===== src/rtl/npu_cube_pkg.sv =====
// Shared helpers for the NPU cube MAC datapath.
// Purpose: derived-width functions (clog2, adder-tree result width) and the
// partial-product extension/shift function. The MAC-array wrapper reuses them.
// No ports (package).
package npu_cube_pkg;

    // Working width for the generic extend/shift helper. Callers cast the
    // result down to their own width.
    localparam int MAX_W = 128;

    function automatic int clog2(input int v);
        int r;
        r = 0;
        while ((1 << r) < v) begin
            r++;
        end
        return r;
    endfunction

    // Result width of the pairwise tree: operand width, plus the largest
    // per-index shift, plus one carry bit per level.
    function automatic int sum_width(input int pp_w, input int pp_num, input int shift_step);
        return pp_w + shift_step * (pp_num - 1) + clog2(pp_num);
    endfunction

    // Extend the low w bits of v (sign or zero) to MAX_W, then shift left.
    // Extending before shifting gives the same low bits as extending to the
    // final width first, so the caller only has to truncate.
    function automatic logic [MAX_W-1:0] ext_shift(input logic [MAX_W-1:0] v,
                                                   input int w,
                                                   input logic sgn,
                                                   input int shamt);
        logic [MAX_W-1:0] r;
        logic             fill;
        fill = sgn & v[w-1];
        for (int b = 0; b < MAX_W; b++) begin
            r[b] = (b < w) ? v[b] : fill;
        end
        return r << shamt;
    endfunction

endpackage


===== src/rtl/npu_cube_add_level.sv =====
// One registered pairwise-add level of the partial-product tree.
// Ports:
//   clk, rst_n        clock, synchronous active-low reset
//   i_en              pipeline enable (global stall when 0)
//   i_valid/i_signed/i_first/i_last  sideband in
//   i_data            N operands of W bits, operand j at [W*(j+1)-1 : W*j]
//   o_valid/o_signed/o_first/o_last  registered sideband out
//   o_data            N/2 registered sums, out[j] = in[2j] + in[2j+1] mod 2^W
module npu_cube_add_level
    import npu_cube_pkg::*;
#(
    parameter int N = 8,
    parameter int W = 14
) (
    input  logic                 clk,
    input  logic                 rst_n,
    input  logic                 i_en,
    input  logic                 i_valid,
    input  logic                 i_signed,
    input  logic                 i_first,
    input  logic                 i_last,
    input  logic [N*W-1:0]       i_data,
    output logic                 o_valid,
    output logic                 o_signed,
    output logic                 o_first,
    output logic                 o_last,
    output logic [(N/2)*W-1:0]   o_data
);

    localparam int NO = N / 2;

    logic [NO*W-1:0] w_sum;
    logic [NO*W-1:0] r_data;
    logic            r_valid;
    logic            r_signed;
    logic            r_first;
    logic            r_last;

    always_comb begin
        w_sum = '0;
        for (int j = 0; j < NO; j++) begin
            w_sum[j*W +: W] = i_data[(2*j)*W +: W] + i_data[(2*j+1)*W +: W];
        end
    end

    always_ff @(posedge clk) begin
        if (!rst_n) begin
            r_data   <= '0;
            r_valid  <= 1'b0;
            r_signed <= 1'b0;
            r_first  <= 1'b0;
            r_last   <= 1'b0;
        end else if (i_en) begin
            r_data   <= w_sum;
            r_valid  <= i_valid;
            r_signed <= i_signed;
            r_first  <= i_first;
            r_last   <= i_last;
        end
    end

    assign o_data   = r_data;
    assign o_valid  = r_valid;
    assign o_signed = r_signed;
    assign o_first  = r_first;
    assign o_last   = r_last;

endmodule


===== src/rtl/npu_cube_pp_add_tree.sv =====
// Pipelined partial-product adder tree with burst accumulator.
// Purpose: extend/shift PP_NUM partial products, sum them through LVL
// registered pairwise levels, then accumulate tree results across a
// first/last-delimited burst; emit the accumulated value on last beats.
// Ports:
//   clk, rst_n     clock, synchronous active-low reset
//   in_valid/in_ready, in_data, in_signed, in_first, in_last   input beat
//   out_valid/out_ready, out_data                              result
// Handshake: a transfer happens on a rising edge where valid && ready are both
// high. in_ready = !out_valid || out_ready, which also freezes every pipeline
// register while the output is held.
module npu_cube_pp_add_tree
    import npu_cube_pkg::*;
#(
    parameter int PP_W       = 11,
    parameter int PP_NUM     = 8,
    parameter int SHIFT_STEP = 0,
    parameter int ACC_W      = 24
) (
    input  logic                   clk,
    input  logic                   rst_n,
    input  logic                   in_valid,
    output logic                   in_ready,
    input  logic [PP_W*PP_NUM-1:0] in_data,
    input  logic                   in_signed,
    input  logic                   in_first,
    input  logic                   in_last,
    output logic                   out_valid,
    input  logic                   out_ready,
    output logic [ACC_W-1:0]       out_data
);

    localparam int LVL   = clog2(PP_NUM);
    localparam int SUM_W = sum_width(PP_W, PP_NUM, SHIFT_STEP);

    logic                    w_en;
    logic [PP_NUM*SUM_W-1:0] w_ext;
    logic [SUM_W-1:0]        w_tree_sum;
    logic                    w_tree_valid;
    logic                    w_tree_signed;
    logic                    w_tree_first;
    logic                    w_tree_last;
    logic [ACC_W-1:0]        w_sum_ext;
    logic [ACC_W-1:0]        w_acc_next;
    logic [ACC_W-1:0]        r_acc;
    logic                    r_out_valid;

    assign w_en     = !r_out_valid || out_ready;
    assign in_ready = w_en;

    // Extend each partial product to SUM_W and apply its index shift.
    for (genvar i = 0; i < PP_NUM; i++) begin : g_ext
        assign w_ext[i*SUM_W +: SUM_W] =
            SUM_W'(ext_shift(MAX_W'(in_data[i*PP_W +: PP_W]), PP_W, in_signed, i * SHIFT_STEP));
    end

    for (genvar k = 0; k < LVL; k++) begin : g_lvl
        localparam int NK = PP_NUM >> k;
        logic [NK*SUM_W-1:0]     w_in;
        logic [(NK/2)*SUM_W-1:0] w_out;
        logic w_in_valid, w_in_signed, w_in_first, w_in_last;
        logic w_out_valid, w_out_signed, w_out_first, w_out_last;

        if (k == 0) begin : g_head
            assign w_in        = w_ext;
            assign w_in_valid  = in_valid;
            assign w_in_signed = in_signed;
            assign w_in_first  = in_first;
            assign w_in_last   = in_last;
        end else begin : g_chain
            assign w_in        = g_lvl[k-1].w_out;
            assign w_in_valid  = g_lvl[k-1].w_out_valid;
            assign w_in_signed = g_lvl[k-1].w_out_signed;
            assign w_in_first  = g_lvl[k-1].w_out_first;
            assign w_in_last   = g_lvl[k-1].w_out_last;
        end

        npu_cube_add_level #(
            .N (NK),
            .W (SUM_W)
        ) u_level (
            .clk      (clk),
            .rst_n    (rst_n),
            .i_en     (w_en),
            .i_valid  (w_in_valid),
            .i_signed (w_in_signed),
            .i_first  (w_in_first),
            .i_last   (w_in_last),
            .i_data   (w_in),
            .o_valid  (w_out_valid),
            .o_signed (w_out_signed),
            .o_first  (w_out_first),
            .o_last   (w_out_last),
            .o_data   (w_out)
        );
    end

    assign w_tree_sum    = g_lvl[LVL-1].w_out;
    assign w_tree_valid  = g_lvl[LVL-1].w_out_valid;
    assign w_tree_signed = g_lvl[LVL-1].w_out_signed;
    assign w_tree_first  = g_lvl[LVL-1].w_out_first;
    assign w_tree_last   = g_lvl[LVL-1].w_out_last;

    // Each beat's tree result is widened per that beat's own signed flag.
    assign w_sum_ext  = ACC_W'(ext_shift(MAX_W'(w_tree_sum), SUM_W, w_tree_signed, 0));
    assign w_acc_next = w_tree_first ? w_sum_ext : (r_acc + w_sum_ext);

    // The accumulator doubles as the output register: it only changes on a
    // valid tree slot while enabled, so it holds while the output is stalled.
    always_ff @(posedge clk) begin
        if (!rst_n) begin
            r_acc       <= '0;
            r_out_valid <= 1'b0;
        end else if (w_en) begin
            if (w_tree_valid) begin
                r_acc <= w_acc_next;
            end
            r_out_valid <= w_tree_valid & w_tree_last;
        end
    end

    assign out_valid = r_out_valid;
    assign out_data  = r_acc;

endmodule


===== config.mk =====
export PLATFORM = sky130hd
export DESIGN_NAME = npu_cube_pp_add_tree
export DESIGN_NICKNAME = d
export VERILOG_FILES = /design/src/rtl/npu_cube_pkg.sv /design/src/rtl/npu_cube_add_level.sv /design/src/rtl/npu_cube_pp_add_tree.sv
export SDC_FILE = /design/constraint.sdc
export NUM_CORES = 1
export LEC_CHECK = 0
export BUFFER_PORTS_ARGS = -buffer_cell sky130_fd_sc_hd__buf_2
export CORE_ASPECT_RATIO = 1.75
export CORE_MARGIN = 5
export CORE_UTILIZATION = 45
export DETAILED_ROUTE_END_ITERATION = 16
export GPL_ROUTABILITY_DRIVEN = 0
export PLACE_DENSITY_LB_ADDON = 0.1
export SETUP_SLACK_MARGIN = 0.4
export SLEW_MARGIN = 20
export SYNTH_ARGS = -nofsm -noshare
export SYNTH_HDL_FRONTEND = slang
export SYNTH_HIERARCHICAL = 1
export SYNTH_SLANG_ARGS = --single-unit

===== constraint.sdc =====
create_clock -name clk -period 2.7 [get_ports clk]
set_input_delay 0.135 -clock clk [delete_from_list [all_inputs] [get_ports clk]]
set_output_delay 0.135 -clock clk [all_outputs]
set_load 0.01 [all_outputs]

==> results of run 1 <==
## what timing repair did
item	4_1_cts	5_1_grt
resized for setup	13	29
pin swaps	2	10
setup endpoints to repair	16	14
hold buffers	3	0
hold endpoints to repair	3	0
setup buffers	6	3
## area by class of cell
| type | instances | area [um2] | area share (%) |
|---|---|---|---|
| clock buffers | 21 | 480 | 3.85 |
| clock inverters | 11 | 194 | 1.55 |
| inverters | 50 | 188 | 1.50 |
| multi-input cells | 1068 | 7680 | 61.6 |
| flip-flops and latches | 135 | 2710 | 21.7 |
| well taps | 304 | 380 | 3.05 |
| repair buffers | 149 | 845 | 6.77 |
## synthesized netlist by cell type, drive strengths merged (14+ instances only)
master / number
dfxtp: 135
o21ai: 110
nand2: 108
ha: 105
a21oi: 95
nor2: 75
nor2b: 63
nand3: 57
inv: 50
clkbuf: 45
mux2i: 37
xnor2: 37
xor2: 27
a211oi: 25
o21a: 23
a21o: 22
o211ai: 22
nor3: 20
a31oi: 19
and2: 18
and3: 14
## state kept, by name, summed over array words and instances (netlist names)
| name | cells |
|---|---|
| out_data | 24 |
| g_lvl.u_level/o_signed | 3 |
| out_valid | 1 |
| g_lvl.u_level/o_first | 3 |
| g_lvl.u_level/o_last | 3 |
| g_lvl.u_level/o_valid | 3 |
| g_lvl.u_level/o_data | 98 |
## layer usage
metal  global-route usage [%]  wire length, um  vias to the layer above
met4                     9.33              955                        0
met5                        0                0                        -
met1                     22.1            11100                     4616
li1                         -                -                     5075
met2                     41.1            15600                      206
met3                     2.92              891                       51
## final timing paths
| kind | to | slack, ns | cells after the start |
|---|---|---|---|
| max | out_data[16] | 0.39 | 10 |
| min reg2reg | g_lvl[1].u_level/o_data[8] | 0.45 | 2 |
| min | g_lvl[0].u_level/o_data[14] | 0.07 | 4 |
| max reg2reg | out_data[16] | 0.39 | 10 |
## critical path, delay by kind of cell (launching register included)
family / cells / cell delay [ns]
and+or+nand+nor: 3 / 0.60
adders and majority gates: 2 / 0.38
AOI/OAI and AO/OA: 4 / 0.89
buffers and inverters: 1 / 0.05
DFF: 1 / 0.33
## kinds of logic after synthesis
group                    Yosys count  share of synthesized area, %
AO/OA/AOI/OAI                    432                          27.3
AND/OR/NAND/NOR                  420                          20.2
flip-flops                       135                          25.4
adder cells (fa/ha/maj)          113                          13.8
buffers and inverters            108                          4.23
XOR/XNOR                          64                          5.33
multiplexers                      39                          3.69
## power by group through the flow
| stage | clock (mW) | combinational [mW] | sequential (mW) |
|---|---|---|---|
| detailed placement | 0 | 2.09 | 2.51 |
| global route | 2.79 | 2.43 | 2.50 |
| global placement | 0 | 2.07 | 2.50 |
| CTS | 2.70 | 2.13 | 2.47 |
| finish | 2.65 | 2.16 | 2.47 |
| floorplan | 0 | 1.65 | 2.42 |
## metrics by stage
step	util, %	hold WS, ns
2_1_floorplan	-	0.304
3_3_place_gp	49.4	0.405
3_5_place_dp	49.4	0.412
4_1_cts	52.8	0.0594
5_1_grt	53.5	0.0775
6_report	53.5	0.0739
==> impl_metrics.py, run 1 <==
metrics = {
    "placed_design": {
        "dp.cells": 1694,
        "port_buffers": 120,
        "place_ws_ns": -0.00319,
        "placed_cell_area_mm2": 0.0115,
        "dp_hpwl_mm": 22.0,
    },
    "synthesis": {
        "synthArstFlopShare_pct": 0,
        "avgSynthCellArea_um2": 8.12,
        "synth_top_area_share_pct": 25.4,
        "synth_nets": 1519,
        "syn-cell-area_mm2": 0.0107,
        "syn_inst": 1311,
        "ys_seq_elements": 135,
        "synth_flop_cell": "dfxtp_1",
        "synth-edff-count": 0,
        "synthDistinctLibCells": 94,
        "ys_seq_area_share_pct": 25.4,
        "synth.area.top_cells": "dfxtp_1, ha_1, a21oi_1",
        "synth_top_area_cell": "dfxtp_1",
        "yosysWarnings": 6,
    },
    "timing": {
        "hold_viol": 0,
        "relSlewSlack_pct": 57.2,
        "finalMaxSlewViolations": 0,
        "finalSetupViolations": 0,
        "worst_pin_slew_ns": 0.642,
        "fin_crit_ns": 2.31,
        "post-route-period-util_pct": 85.7,
        "fin_tns_setup_ns": 0,
        "fin_skew_ns": 0.00977,
        "setup_ws_ns": 0.387,
        "rsz0062_at_grt": "true",
        "fmax_mhz": 432,
    },
    "pwr": {
        "p_leak_nw": 5.62,
        "finalPower_mw": 7.28,
        "p_clk_share_pct": 36.4,
        "p_sw_mw": 2.30,
        "p_int_mw": 4.98,
        "pwr-share-seq_pct": 34.0,
        "combPwrFrac_pct": 29.6,
        "vdd_drop_max_uv": 490,
        "swShare_pct": 31.5,
        "power_density_mw_per_mm2": 583,
    },
    "detailed_routing": {
        "num_vias": 9948,
        "drt_iter0_drc": 596,
        "wire_per_inst_um": 16.4,
        "drt-pass1-iter-count": 5,
        "via_per_inst": 5.72,
        "drc": 0,
        "drt-total-wl_mm": 28.5,
        "ant_nets": 0,
    },
    "outcome": {
        "status": "finished clean",
    },
    "clock_network": {
        "clk_pin_slew_ns": 0.06,
        "cts_buffer_depth": 2,
        "cts.sinks": 135,
        "cts_root_buf": "clkbuf_16",
        "cts_htree_levels": 4,
        "cts_tree": "built",
        "cts_buffers": 17,
        "clk_latency_ns": 0.43,
    },
    "floorplan": {
        "core_area_mm2": 0.0233,
        "num_rows": 74,
        "ios": 121,
        "die_x_um": 126,
        "start_util_pct": 45.7,
        "dieArea_mm2": 0.0270,
        "die_h_um": 214,
    },
    "global_routing": {
        "grt_first_pass_wirelength_mm": 46.8,
        "grt_max_degree": 65,
        "grt_overflow": 0,
        "antenna_found_initial": 0,
        "grt_use_total_pct": 21.0,
        "grt_pass1_vias": 9782,
    },
    "layout": {
        "stdcell_count": 1738,
        "num-fill-cells": 2361,
        "insertedDiodeCount": 0,
        "num-nets-final": 1629,
        "area_growth_pct": 17.2,
        "layout_common_cells": "dfxtp_1, buf_2, nand2_1",
        "design_area_mm2": 0.0125,
        "drive_above_1_share_pct": 17.4,
        "final_common_cell": "dfxtp_1",
    },
    "hold_path": {
        "hold_start": "in_data[33]",
        "hp-class": "input pin to register",
    },
    "run": {
        "drv_cap": 0,
    },
    "critical_path": {
        "worstPathRequired_ns": 3.06,
        "critical_path.startpoint": "g_lvl[2].u_level/o_data[0]",
        "crit_type": "register to register",
        "cp_cell_sequence": "ha_4, inv_2, fa_2, nor2b_4, o31a_1, o211ai_2, nand3_2, or4_4, a211o_1, a31oi_1",
        "cp_slowest_cell": "or4_4",
        "reg2reg_from": "g_lvl[2].u_level/o_data[0]",
        "crit_path_max_fanout": 2,
        "max_stage_delay_ns": 0.43,
        "cp-end-kind": "register",
        "arrival_ns": 2.67,
        "cp-start-kind": "register",
    },
}
No activity file was read; power rests on OpenSTA's default activity.
==> inputs of run 2 (changes only) <==
Settings changed: SYNTH_HIERARCHICAL 1 to not set.
==> run 2 against run 1 <==
  * Die area down 10%
  * Worst setup slack worse by 0.15 ns
  * Flip-flop and latch count decreased by 4
  * Sequential share of layout area increased by 1.2 points
  * Synthesized cell count down 6.8%
  * Combinational power is 6% lower
  * Critical path depth stayed put
  * Via count shrank 6.6%
  * Final cell count is 7.2% lower
  * Worst hold slack better by 0.017 ns
  * Register-to-register slack worse by 0.15 ns
  * Clock skew rose by 0.00098 ns
  * Critical path type unchanged
==> impl_metrics.py, run 2 <==
metrics = {
    "outcome": {
        "status": "finished clean",
    },
    "detailed_routing": {
        "drt-total-wl_mm": 26.4,
        "wire_per_inst_um": 16.4,
        "via_per_inst": 5.76,
        "ant_nets": 0,
        "drt_iter0_drc": 560,
        "drc": 0,
        "drt-pass1-iter-count": 5,
        "num_vias": 9292,
    },
    "timing": {
        "holdWs_ns": 0.0912,
        "fin_skew_ns": 0.0108,
        "fmax_mhz": 405,
        "setup_ws_ns": 0.234,
        "fin_tns_setup_ns": 0,
        "rsz0062_at_grt": "true",
        "finalSetupViolations": 0,
        "post-route-period-util_pct": 91.3,
        "finalMaxSlewViolations": 0,
        "fin_crit_ns": 2.47,
        "worst_pin_slew_ns": 0.661,
        "hold_viol": 0,
        "relSlewSlack_pct": 55.8,
    },
    "floorplan": {
        "num_rows": 70,
        "start_util_pct": 45.6,
        "die_x_um": 120,
        "dieArea_mm2": 0.0242,
        "ios": 121,
        "die_h_um": 202,
        "core_area_mm2": 0.0208,
    },
    "synthesis": {
        "avgSynthCellArea_um2": 7.78,
        "synth_flop_cell": "dfxtp_1",
        "syn-cell-area_mm2": 0.00950,
        "synth_nets": 1426,
        "synth.most_common_cell": "nand2_1",
        "netlist_top_cells_count": "nand2_1, a21oi_1, dfxtp_1",
        "synthArstFlopShare_pct": 0,
        "ys_seq_area_share_pct": 27.6,
        "synth_top_area_cell": "dfxtp_1",
        "syn_inst": 1222,
        "yosysWarnings": 0,
        "ys_seq_elements": 131,
        "synth-edff-count": 0,
        "synthDistinctLibCells": 73,
        "synth_top_area_share_pct": 27.6,
        "synth.area.top_cells": "dfxtp_1, ha_1, nand2_1",
    },
    "layout": {
        "insertedDiodeCount": 0,
        "num-fill-cells": 2006,
        "final_util_pct": 55.7,
        "area_growth_pct": 22.2,
        "stdcell_count": 1613,
        "largest_register_ff_count": 94,
        "drive_above_1_share_pct": 21.2,
        "final_common_cell": "nand2_1",
        "layout_common_cells": "nand2_1, a21oi_1, buf_2",
        "num-nets-final": 1552,
    },
    "pwr": {
        "vdd_drop_max_uv": 468,
        "power_density_mw_per_mm2": 585,
        "p_leak_nw": 5.12,
    },
    "placed_design": {
        "place_ws_ns": 0.0495,
        "dp.cells": 1557,
        "port_buffers": 120,
        "dp_hpwl_mm": 19.3,
    },
    "global_routing": {
        "grt_pass1_vias": 9015,
        "grt_overflow": 0,
        "grt_max_degree": 103,
        "antenna_found_initial": 0,
        "grt_use_total_pct": 21.8,
        "grt_first_pass_wirelength_mm": 43.4,
    },
    "clock_network": {
        "clk_pin_slew_ns": 0.06,
        "cts_buffers": 17,
        "cts_tree": "built",
        "cts_root_buf": "clkbuf_16",
        "cts_htree_levels": 4,
        "cts.sinks": 131,
        "cts_buffer_depth": 2,
        "clk_latency_ns": 0.43,
    },
    "critical_path": {
        "cp-end-kind": "register",
        "crit_type": "register to register",
        "arrival_ns": 2.84,
        "cp-start-kind": "register",
        "worstPathRequired_ns": 3.07,
        "reg2reg_from": "out_data[0]",
        "reg2reg_slack_ns": 0.23,
        "r2r_end": "out_data[22]",
        "max_stage_delay_ns": 0.37,
        "crit_path_max_fanout": 4,
        "cp_cell_sequence": "ha_4, inv_2, fa_2, nor2b_4, o21bai_4, a211o_4, a31oi_4, mux2_4, or3_1, nand3_1",
        "ff2ff_path_depth": 10,
        "cp_slowest_cell": "a211o_4",
    },
    "hold_path": {
        "whs_endpoint": "g_lvl[0].u_level.o_signed",
        "hp-class": "input pin to register",
        "holdPathStages": 3,
        "hold_start": "in_signed",
    },
    "run": {
        "drv_cap": 0,
    },
}
-- run 2: power breakdown --
| part | internal, mW | switching (mW) | total [mW] | leakage, nW |
|---|---|---|---|---|
| Sequential | 2.20 | 0.212 | 2.41 | 1.09 |
| Combinational | 0.956 | 1.07 | 2.03 | 3.73 |
| Clock | 1.49 | 0.865 | 2.36 | 0.294 |
-- run 2: routing by layer --
layer,global-route usage [%],share of wire (%),vias up
met3,2.74,3.0,67
met4,11.3,4.4,0
met5,0,0,-
li1,-,-,4702
met2,40.2,54,211
met1,24.0,39,4312
-- run 2: critical path: cells and delay by family, from the launching register on --
family                   cells  cell delay (ns)
adder cells (fa/ha/maj)      2             0.50
flip-flops                   1             0.36
AND/OR/NAND/NOR              3             0.54
multiplexers                 1             0.32
buffers and inverters        1             0.04
AO/OA/AOI/OAI                3             0.66
-- run 2: area by class of cell --
| cell class | instances | area [um2] | share of cell area, % |
|---|---|---|---|
| multi-input combinational | 1010 | 6990 | 60.2 |
| clock inverter | 10 | 131 | 1.13 |
| timing repair buffer | 163 | 963 | 8.30 |
| inverter | 25 | 95.1 | 0.819 |
| sequential | 131 | 2660 | 22.9 |
| clock buffer | 22 | 464 | 4.00 |
| tap | 252 | 315 | 2.72 |
-- run 2: worst max-delay path by stage --
stage / from / to / slack [ns] / cells after the start
2_1_floorplan: out_data[0] / out_data[22] / 0.26 / 10
3_3_place_gp: g_lvl[2].u_level.o_data[0] / out_data[14] / 0.11 / 11
3_5_place_dp: g_lvl[2].u_level.o_data[0] / out_data[16] / 0.05 / 10
4_1_cts: out_data[0] / out_data[14] / 0.20 / 11
5_1_grt: out_data[0] / out_data[16] / 0.08 / 10
6_report: out_data[0] / out_data[22] / 0.23 / 10
-- run 2: timing repair --
action / 4_1_cts / 5_1_grt
gates cloned: 0 / 0
gates resized for setup: 44 / 36
setup buffers: 13 / 8
hold buffers: 3 / 0
hold endpoints to repair: 3 / 0
endpoints found under the setup margin: 18 / 26
pin swaps: 35 / 23
-- run 2: per-stage QoR --
| step | power (mW) | area, um2 |
|---|---|---|
| 2_1_floorplan | 3.83 | 9600 |
| 3_3_place_gp | 4.29 | 10500 |
| 3_5_place_dp | 4.31 | 10500 |
| 4_1_cts | 6.77 | 11400 |
| 5_1_grt | 7.22 | 11600 |
| 6_report | 6.79 | 11600 |
-- run 2: cell families after synthesis --
family                     after synthesis  synth area share (%)
AOI/OAI and AO/OA                      380                  25.9
and+or+nand+nor                        452                  21.8
muxes                                    6                 0.711
adders and majority gates              109                  15.0
xor gates and xnor gates                63                  5.81
buffers and inverters                   81                  3.21
DFF                                    131                  27.6
==> inputs of run 3 (changes only) <==
Settings changed: ABC_AREA set to 1, CELL_PAD_IN_SITES_DETAIL_PLACEMENT set to 1, CELL_PAD_IN_SITES_GLOBAL_PLACEMENT set to 1, CORE_UTILIZATION 45 to 43.
==> run 3 against run 2 <==
  * Via count up 15%
  * Register-to-register slack improved by 0.28 ns
  * Power shrank 2.5%
  * Clock skew down 0.0019 ns
  * Final cell count is 19% higher
  * Count of clock-buffer cells in the layout stayed put
  * Flip-flop and latch count did not move
  * Core utilization decreased by 5.7 points
  * Critical endpoint is now out_data[14]
  * Largest cell class unchanged
==> impl_metrics.py, run 3 <==
metrics = {
    "timing": {
        "worst_pin_slew_ns": 0.857,
        "finalMaxSlewViolations": 0,
        "fin_crit_ns": 2.18,
        "fin_tns_setup_ns": 0,
        "setup_ws_ns": 0.516,
        "hold_viol": 0,
        "post-route-period-util_pct": 80.9,
        "finalSetupViolations": 0,
        "rsz0062_at_grt": "true",
        "fmax_mhz": 458,
        "relSlewSlack_pct": 42.6,
        "fin_skew_ns": 0.00887,
    },
    "synthesis": {
        "avgSynthCellArea_um2": 6.73,
        "synth_top_area_cell": "dfxtp_1",
        "synthArstFlopShare_pct": 0,
        "synth_top_area_share_pct": 26.0,
        "synth_compound_area_share_pct": 22.3,
        "synth_nets": 1705,
        "yosys.area_share.simple_pct": 25.9,
        "synth_fa_ha_area_share_pct": 14.1,
        "ys_seq_elements": 131,
        "syn_inst": 1501,
        "netlist_top_cells_count": "nand2_1, inv_1, a21oi_1, nor2_1, o21ai_0",
        "synth-edff-count": 0,
        "synthXorXnorAreaFrac_pct": 3.81,
        "syn-cell-area_mm2": 0.0101,
        "muxShareOfSynthArea_pct": 0,
        "synth_top_family_by_area": "simple AND/OR/NAND/NOR gates",
        "synth.area.top_cells": "dfxtp_1, ha_1, nand2_1",
        "synth_flop_cell": "dfxtp_1",
        "ys_seq_area_share_pct": 26.0,
        "synthDistinctLibCells": 45,
        "synth.most_common_cell": "nand2_1",
        "yosysWarnings": 0,
    },
    "layout": {
        "num-nets-final": 1809,
        "layout_common_cells": "nand2_1, inv_1, a21oi_1, nor2_1, o21ai_0",
        "final_util_pct": 50.0,
        "final_common_cell": "nand2_1",
        "insertedDiodeCount": 0,
        "drive_above_1_share_pct": 12.1,
        "largest_register_ff_count": 94,
        "area_growth_pct": 15.1,
    },
    "critical_path": {
        "ff2ff_path_depth": 9,
        "crit_family": "compound AO/OA/AOI/OAI gates",
        "cp_slowest_cell": "dfxtp_1",
        "max_stage_delay_ns": 0.40,
        "cp-start-kind": "register",
        "cpMostUsedCell": "a21oi_1",
        "crit_path_max_fanout": 6,
        "cp-end-kind": "register",
        "arrival_ns": 2.47,
        "cp.depth": 9,
        "crit_type": "register to register",
        "cp_cell_sequence": "ha_1, a21oi_1, o21ai_0, a21oi_1, o21ai_0, buf_4, or2_2, nand3_1, a21oi_1",
        "critPathBufInv": 1,
        "worstPathRequired_ns": 2.99,
    },
    "clock_network": {
        "post_cts_buffers": 0,
        "cts_root_buf": "clkbuf_16",
        "cts_buffers": 17,
        "clk_latency_ns": 0.43,
        "cts_buffer_depth": 2,
        "cts_tree": "built",
        "cts.sinks": 131,
        "clk_pin_slew_ns": 0.06,
        "cts_htree_levels": 4,
    },
    "global_routing": {
        "grt_overflow": 0,
        "grt_max_degree": 139,
        "antenna_found_initial": 0,
        "grt_pass1_vias": 11400,
        "grt_first_pass_wirelength_mm": 53.1,
        "grt_use_total_pct": 24.2,
    },
    "placed_design": {
        "place_ws_ns": 0.313,
        "port_buffers": 120,
        "dp_hpwl_mm": 25.1,
    },
    "detailed_routing": {
        "wire_per_inst_um": 16.8,
        "ant_nets": 0,
        "num_vias": 10700,
        "wl_met2_mm": 18.3,
        "via_per_inst": 5.55,
        "wl_met3_um": 655,
        "drt_iter0_drc": 352,
        "drc": 0,
        "wl_met1_mm": 11.8,
        "top_layer": "met4",
        "drt-total-wl_mm": 32.2,
        "drt-pass1-iter-count": 5,
    },
    "floorplan": {
        "dieArea_mm2": 0.0268,
        "core_area_mm2": 0.0232,
        "die_x_um": 126,
        "die_h_um": 213,
        "ios": 121,
        "num_rows": 74,
        "start_util_pct": 43.5,
    },
    "outcome": {
        "status": "finished clean",
    },
    "pwr": {
        "power_density_mw_per_mm2": 570,
        "p_leak_nw": 6.05,
        "finalPower_mw": 6.63,
        "vdd_drop_max_uv": 403,
    },
    "hold_path": {
        "hp-class": "input pin to register",
        "holdPathStages": 3,
    },
    "run": {
        "drv_cap": 0,
    },
}
[run 3: area by class of cell]
| cell class | count | area [um2] |
|---|---|---|
| fillers | 3188 | 11600 |
| flip-flops and latches | 131 | 2620 |
| multi-input cells | 1162 | 6720 |
| inverters | 162 | 611 |
| well taps | 304 | 380 |
| clock inverters | 9 | 106 |
| repair buffers | 131 | 728 |
| clock buffers | 22 | 464 |
[run 3: per-stage QoR]
stage	hold WS, ns	cell area (um2)	std cells
after floorplan	0.302	10100	1501
after global placement	0.407	11000	1888
after detailed placement	0.415	11000	1888
after CTS	0.0234	11600	1921
after global routing	0.0250	11600	1921
final	0.0196	11600	1921
[run 3: where the power goes]
| group | leakage (nW) | switching, mW | internal (mW) |
|---|---|---|---|
| registers | 1.08 | 0.199 | 2.18 |
| logic | 4.70 | 1.20 | 0.758 |
| clock network | 0.272 | 0.896 | 1.40 |
[run 3: worst min-delay path: stages]
cell     delay [ns]
buf_2          0.07
o21ai_0        0.11
nor2_1         0.09
[run 3: final timing paths]
path                                                   from                  endpoint  slack, ns
worst min-delay path                               in_first  g_lvl[0].u_level.o_first       0.02
worst min register to register      g_lvl[2].u_level.o_last                 out_valid       0.46
worst max register to register  g_lvl[2].u_level.o_data[13]              out_data[14]       0.52
worst max-delay path            g_lvl[2].u_level.o_data[13]              out_data[14]       0.52
[run 3: cells by family (layout without fill, tap and decap cells)]
group,count (synthesis),in the layout
AO/OA/AOI/OAI,396,396
XOR/XNOR,41,41
adder cells (fa/ha/maj),109,109
buffers and inverters,208,324
flip-flops,131,131
AND/OR/NAND/NOR,616,616
[run 3: timing repair]
action                                  4_1_cts  5_1_grt
hold endpoints to repair                      2        0
endpoints found under the setup margin        3       10
pin swaps                                     0        1
hold buffers                                  2        0
gates resized for setup                       1       10
[run 3: layer usage]
metal / global-route usage, % / vias up
met5: 0 / -
met4: 11.8 / 0
met3: 2.83 / 84
met2: 49.6 / 170
met1: 23.4 / 5084
li1: - / 5316
